### config.mk
export PLATFORM = sky130hd
export DESIGN_NAME = serial_subtractor_flat
export DESIGN_NICKNAME = d
export VERILOG_FILES = /design/src/rtl/serial_subtractor_pkg.sv /design/src/rtl/serial_subtractor_if.sv /design/src/rtl/full_subtractor.sv /design/src/rtl/serial_subtractor.sv /design/src/flat_wrapper.sv
export SDC_FILE = /design/constraint.sdc
export NUM_CORES = 1
export LEC_CHECK = 0
export ABC_AREA = 1
export ABC_CLOCK_PERIOD_IN_PS = 1300
export CAP_MARGIN = 0
export CORE_ASPECT_RATIO = 1.25
export CORE_UTILIZATION = 49
export DETAILED_ROUTE_END_ITERATION = 16
export PLACE_DENSITY = 0.87
export SLEW_MARGIN = 5
export SYNTH_ARGS = -nofsm -noshare
export SYNTH_HDL_FRONTEND = slang
export SYNTH_HIERARCHICAL = 1
export SYNTH_SLANG_ARGS = --single-unit
### constraint.sdc
create_clock -name clk -period 1.3 [get_ports clk]
set_input_delay 0.195 -clock clk [delete_from_list [all_inputs] [get_ports clk]]
set_output_delay 0.195 -clock clk [all_outputs]
set_load 0.05 [all_outputs]
### src/rtl/serial_subtractor_pkg.sv
// Shared definitions for the bit-serial subtractor: FSM encoding and default width.
package serial_subtractor_pkg;

  localparam int DEFAULT_WIDTH = 4;

  // 2'd3 is unused and decodes back to IDLE in the next-state logic.
  typedef enum logic [1:0] {
    IDLE  = 2'd0,
    SHIFT = 2'd1,
    DONE  = 2'd2
  } state_t;

endpackage

### src/rtl/serial_subtractor_if.sv
// Operand and result handshake bundle for serial_subtractor.
interface serial_subtractor_if
  import serial_subtractor_pkg::*;
#(
  parameter int WIDTH = DEFAULT_WIDTH
);
  logic             in_valid;
  logic             in_ready;
  logic [WIDTH-1:0] a;
  logic [WIDTH-1:0] b;
  logic             bin;
  logic             out_valid;
  logic             out_ready;
  logic [WIDTH-1:0] diff;
  logic             bout;

  modport master (
    output in_valid, a, b, bin, out_ready,
    input  in_ready, out_valid, diff, bout
  );

  modport slave (
    input  in_valid, a, b, bin, out_ready,
    output in_ready, out_valid, diff, bout
  );
endinterface

### src/rtl/full_subtractor.sv
// Gate-level one-bit full subtractor: d = x - y - bin, bout = borrow out.
module full_subtractor (
  input  logic x,
  input  logic y,
  input  logic bin,
  output logic d,
  output logic bout
);
  logic xy_diff;
  logic x_n;
  logic xy_same;
  logic borrow_gen;
  logic borrow_prop;

  xor g_half0 (xy_diff, x, y);
  xor g_half1 (d, xy_diff, bin);

  // Borrow is generated when x=0,y=1, or propagated when x==y and a borrow came in.
  not g_xn   (x_n, x);
  not g_same (xy_same, xy_diff);
  and g_gen  (borrow_gen, x_n, y);
  and g_prop (borrow_prop, xy_same, bin);
  or  g_out  (bout, borrow_gen, borrow_prop);
endmodule

### src/rtl/serial_subtractor.sv
// Bit-serial a - b - bin, LSB first, one full-subtractor cell plus a registered borrow.
module serial_subtractor
  import serial_subtractor_pkg::*;
#(
  parameter int WIDTH = DEFAULT_WIDTH
) (
  input logic                 clk,
  input logic                 rst_n,
  serial_subtractor_if.slave  bus
);
  localparam int CW = $clog2(WIDTH);
  localparam logic [CW-1:0] LAST = CW'(WIDTH - 1);

  state_t           state_reg;
  state_t           state_next;
  logic [WIDTH-1:0] a_reg;
  logic [WIDTH-1:0] b_reg;
  logic [WIDTH-1:0] diff_reg;
  logic             br_reg;
  logic             bout_reg;
  logic [CW-1:0]    cnt_reg;
  logic             d_bit;
  logic             nb_bit;
  logic             in_ready;
  logic             out_valid;

  full_subtractor u_cell (
    .x    (a_reg[0]),
    .y    (b_reg[0]),
    .bin  (br_reg),
    .d    (d_bit),
    .bout (nb_bit)
  );

  always_ff @(posedge clk or negedge rst_n) begin
    if (!rst_n) begin
      state_reg <= IDLE;
    end else begin
      state_reg <= state_next;
    end
  end

  always_comb begin
    state_next = state_reg;
    case (state_reg)
      IDLE:    if (bus.in_valid) state_next = SHIFT;
      SHIFT:   if (cnt_reg == LAST) state_next = DONE;
      DONE:    if (bus.out_ready) state_next = IDLE;
      default: state_next = IDLE;
    endcase
  end

  always_comb begin
    in_ready  = 1'b0;
    out_valid = 1'b0;
    case (state_reg)
      IDLE:    in_ready  = 1'b1;
      DONE:    out_valid = 1'b1;
      default: ;
    endcase
  end

  // Operands are captured only on the accept edge, so later input changes are invisible.
  always_ff @(posedge clk or negedge rst_n) begin
    if (!rst_n) begin
      a_reg    <= '0;
      b_reg    <= '0;
      diff_reg <= '0;
      br_reg   <= 1'b0;
      bout_reg <= 1'b0;
      cnt_reg  <= '0;
    end else begin
      case (state_reg)
        IDLE: begin
          if (bus.in_valid) begin
            a_reg   <= bus.a;
            b_reg   <= bus.b;
            br_reg  <= bus.bin;
            cnt_reg <= '0;
          end
        end
        SHIFT: begin
          diff_reg <= {d_bit, diff_reg[WIDTH-1:1]};
          a_reg    <= a_reg >> 1;
          b_reg    <= b_reg >> 1;
          br_reg   <= nb_bit;
          if (cnt_reg == LAST) begin
            bout_reg <= nb_bit;
            cnt_reg  <= '0;
          end else begin
            cnt_reg <= cnt_reg + 1'b1;
          end
        end
        default: ;
      endcase
    end
  end

  assign bus.in_ready  = in_ready;
  assign bus.out_valid = out_valid;
  assign bus.diff      = diff_reg;
  assign bus.bout      = bout_reg;
endmodule
### src/flat_wrapper.sv
// flat-port wrapper written by rule: the top's interface ports become plain ports
module serial_subtractor_flat import serial_subtractor_pkg::*;
#(
  parameter int WIDTH = DEFAULT_WIDTH
)
  (clk, rst_n, bus_in_valid, bus_a, bus_b, bus_bin, bus_out_ready, bus_in_ready, bus_out_valid, bus_diff, bus_bout);
  serial_subtractor_if #(.WIDTH(WIDTH)) bus_i ();
  input logic clk;
  input logic rst_n;
  input wire logic [$bits(bus_i.in_valid)-1:0] bus_in_valid;
  input wire logic [$bits(bus_i.a)-1:0] bus_a;
  input wire logic [$bits(bus_i.b)-1:0] bus_b;
  input wire logic [$bits(bus_i.bin)-1:0] bus_bin;
  input wire logic [$bits(bus_i.out_ready)-1:0] bus_out_ready;
  output wire logic [$bits(bus_i.in_ready)-1:0] bus_in_ready;
  output wire logic [$bits(bus_i.out_valid)-1:0] bus_out_valid;
  output wire logic [$bits(bus_i.diff)-1:0] bus_diff;
  output wire logic [$bits(bus_i.bout)-1:0] bus_bout;
  assign bus_i.in_valid = bus_in_valid;
  assign bus_i.a = bus_a;
  assign bus_i.b = bus_b;
  assign bus_i.bin = bus_bin;
  assign bus_i.out_ready = bus_out_ready;
  assign bus_in_ready = bus_i.in_ready;
  assign bus_out_valid = bus_i.out_valid;
  assign bus_diff = bus_i.diff;
  assign bus_bout = bus_i.bout;
  serial_subtractor #(.WIDTH(WIDTH)) u_core (.clk(clk), .rst_n(rst_n), .bus(bus_i));
endmodule
==> results.ini <==
[finish]
syn2layout_area_growth_pct = 45.1
drive_gt1_frac = 0.370
fin_nets = 154
n_antenna_cell = 0
fin_util = 0.779

[synth]
syn_avg_cell_area_um2 = 9.34
syn-cell-area_um2 = 971
synth_seq_area_share = 0.464
ys_ff_latch = 18
synth_warnings = 6
synth_nets = 119
synth_cells = 104
synth.distinct_cells = 20

[routing]
drt-initial-drc-count = 18
drc_errors = 0
final_antenna_net_count = 0
top_layer = met4
drt_first_pass_iters = 4
wl_met2_mm = 1.21
drt_wl_total_mm = 2.34
viasPerCell = 5.49
num_vias = 862
wl_per_cell_um = 14.9
wl_met1_um = 940
wl_met3_um = 116

[global_routing]
grt_pass1_wl_mm = 3.81
first_global_vias = 875
grt_max_degree = 19
grt_usage = 0.240
grt_antenna_before_repair = 0
grt_overflow = 0

[sta]
setup_ws_ns = -0.0421
final_hold_viol_count = 0
clock_skew_ns = 0.00276
final_max_slew_viol_count = 0
final-setup-viol-count = 2
fmax_mhz = 745
setup-tns-final_ns = -0.0686
max_slew.worst_pin.slew_ns = 0.252
slew_headroom = 0.832
timing.final.crit_share = 1.03
rsz0062_at_grt = true
period_needed_ns = 1.34

[placed_design]
routabilityCongestion = 0.839
dp_hpwl_mm = 1.44
port_buffers = 19

[power]
intPower_mw = 2.06
leakage_nw = 0.691
clockPowerShare = 0.093
p_seq_frac = 0.279
switching_share = 0.450
pwr_density_cell_nw_per_um2 = 2660
p_comb_frac = 0.628
peakVddDrop_v = 0.00212
net-switching-power_mw = 1.69

[min_path]
hp-class = input pin to asynchronous set/reset pin

[worst_setup_path]
regToRegStartpoint = u_core/state_reg[1]$_DFFE_PN0P_
cp.required_ns = 1.11
path_max_fanout = 4
crit_arrival_ns = 1.15
reg2regPathDepth = 7
r2r-end = u_core/b_reg[3]$_DFFE_PN0P_
crit_type = flop to primary output
end_kind = primary output
r2r_setup_slack_ns = 0.05
start_kind = flop

[clock_tree]
cts.clk_slew.worst_paths_ns = 0.10
clockRootBuffer = clkbuf_4
hold_buffers = 0
numCtsBuffers = 3
clk_path_buf_depth = 2
cts-htree-levels = 1
cts_num_sinks = 18
worstSkewPairLatency_ns = 0.30
tritoncts = built

[floorplanning]
die_h_um = 51.8
core_um2 = 1810
start_util = 0.537
chipWidth_um = 41.8
ios = 20
dieArea_um2 = 2160
num_rows = 17

[status]
violations = setup timing
outcome = finished with violations

[run]
maxCapViolations = 0

-- routing by layer --
metal  track usage  vias up
li1              -      405
met1         0.273      415
met2         0.388       35
met3        0.0486        7
met4         0.199        0
met5             0        -
-- worst max-delay path by stage --
stage | from | end | slack [ns]
after floorplan | u_core/state_reg[1]$_DFFE_PN0P_ | bus_out_valid | 0.09
after global placement | bus_in_valid | u_core/b_reg[3]$_DFFE_PN0P_ | 0.008
after detailed placement | bus_in_valid | u_core/b_reg[3]$_DFFE_PN0P_ | -0.04
after CTS | u_core/state_reg[1]$_DFFE_PN0P_ | bus_in_ready | -0.008
after global routing | u_core/state_reg[1]$_DFFE_PN0P_ | bus_in_ready | -0.1
final | u_core/state_reg[0]$_DFFE_PN0P_ | bus_in_ready | -0.04
-- cells in the final DEF, fill, tap and decap left out --
| master | netlist | routed |
|---|---|---|
| inv_1 | 13 | 13 |
| clkbuf_4 | 0 | 3 |
| o21ai_0 | 2 | 2 |
| dfrtp_2 | 0 | 1 |
| nand3_2 | 11 | 11 |
| nand4_1 | 3 | 3 |
| clkbuf_8 | 0 | 1 |
| inv_2 | 2 | 2 |
| nor2_1 | 4 | 1 |
| nand2_8 | 1 | 1 |
| nand2_1 | 24 | 23 |
| fa_2 | 0 | 1 |
| ha_1 | 1 | 1 |
| o31ai_1 | 1 | 1 |
| clkdlybuf4s50_1 | 0 | 12 |
| nor2_4 | 1 | 4 |
| nand3_1 | 10 | 10 |
| o21ai_1 | 4 | 4 |
| buf_4 | 3 | 11 |
| nand2_2 | 2 | 3 |
| buf_6 | 1 | 4 |
| o22ai_2 | 1 | 1 |
| buf_8 | 0 | 1 |
| buf_12 | 1 | 7 |
| dfrtp_1 | 18 | 17 |
-- synthesized netlist by cell type --
master   instances  area [um^2]
inv_2            2         7.51
inv_1           13         48.8
nand4_1          3         18.8
nand2_8          1         20.0
buf_6            1         11.3
nand3_1         10         50.1
fa_1             1         20.0
dfrtp_1         18          450
o31ai_1          1         7.51
o22ai_2          1         12.5
o21ai_0          2         10.0
ha_1             1         12.5
nor2_4           1         11.3
nand3_2         11          110
buf_12           1         20.0
o21ai_1          4         20.0
nand2_2          2         12.5
nor2_1           4         15.0
nand2_1         24         90.1
buf_4            3         22.5
-- power groups by stage --
stage	Combinational (mW)	Sequential (mW)	Clock (mW)
2_1_floorplan	1.10	1.22	0
3_3_place_gp	1.94	1.03	0
3_5_place_dp	1.99	1.04	0
4_1_cts	2.20	1.04	0.348
5_1_grt	2.51	1.07	0.385
6_report	2.35	1.04	0.348
-- critical path, cell delays in order (launching register included) --
cell and delay (ns):
dfrtp_2 0.46, buf_6 0.14, nor2_4 0.11, buf_12 0.14
-- per-stage QoR --
| stage | hold WS (ns) | total power [mW] | setup WS [ns] | area (um^2) | instances |
|---|---|---|---|---|---|
| 3_3_place_gp | 0.500 | 2.97 | 0.00814 | 1270 | 145 |
| 2_1_floorplan | -0.101 | 2.32 | 0.0865 | 976 | 104 |
| 4_1_cts | 0.216 | 3.59 | -0.00754 | 1380 | 156 |
| 3_5_place_dp | 0.512 | 3.03 | -0.0419 | 1270 | 145 |
| 6_report | 0.207 | 3.75 | -0.0421 | 1410 | 157 |
| 5_1_grt | 0.206 | 3.97 | -0.0961 | 1410 | 157 |
-- logic make-up (layout without fill, tap and decap cells) --
logic type | count (synthesis) | after routing | share of synthesized area
buffers and inverters | 20 | 54 | 0.113
and+or+nand+nor | 56 | 56 | 0.338
adders and majority gates | 2 | 2 | 0.0335
DFF | 18 | 18 | 0.464
AOI/OAI and AO/OA | 8 | 8 | 0.0515
-- layout make-up --
class	instances	area [um^2]
Clock buffer	4	36.3
Tap cell	19	23.8
Timing Repair Buffer	35	403
Sequential cell	18	452
Fill cell	100	399
Multi-Input combinational cell	66	438
Inverter	15	56.3
-- timing repair --
item / in CTS / in global routing
setup endpoints to repair: 2 / 10
pin swaps: 2 / 0
gates resized for setup: 6 / 7
buffers inserted: 7 / 1
(Power assumes the default switching activity.)
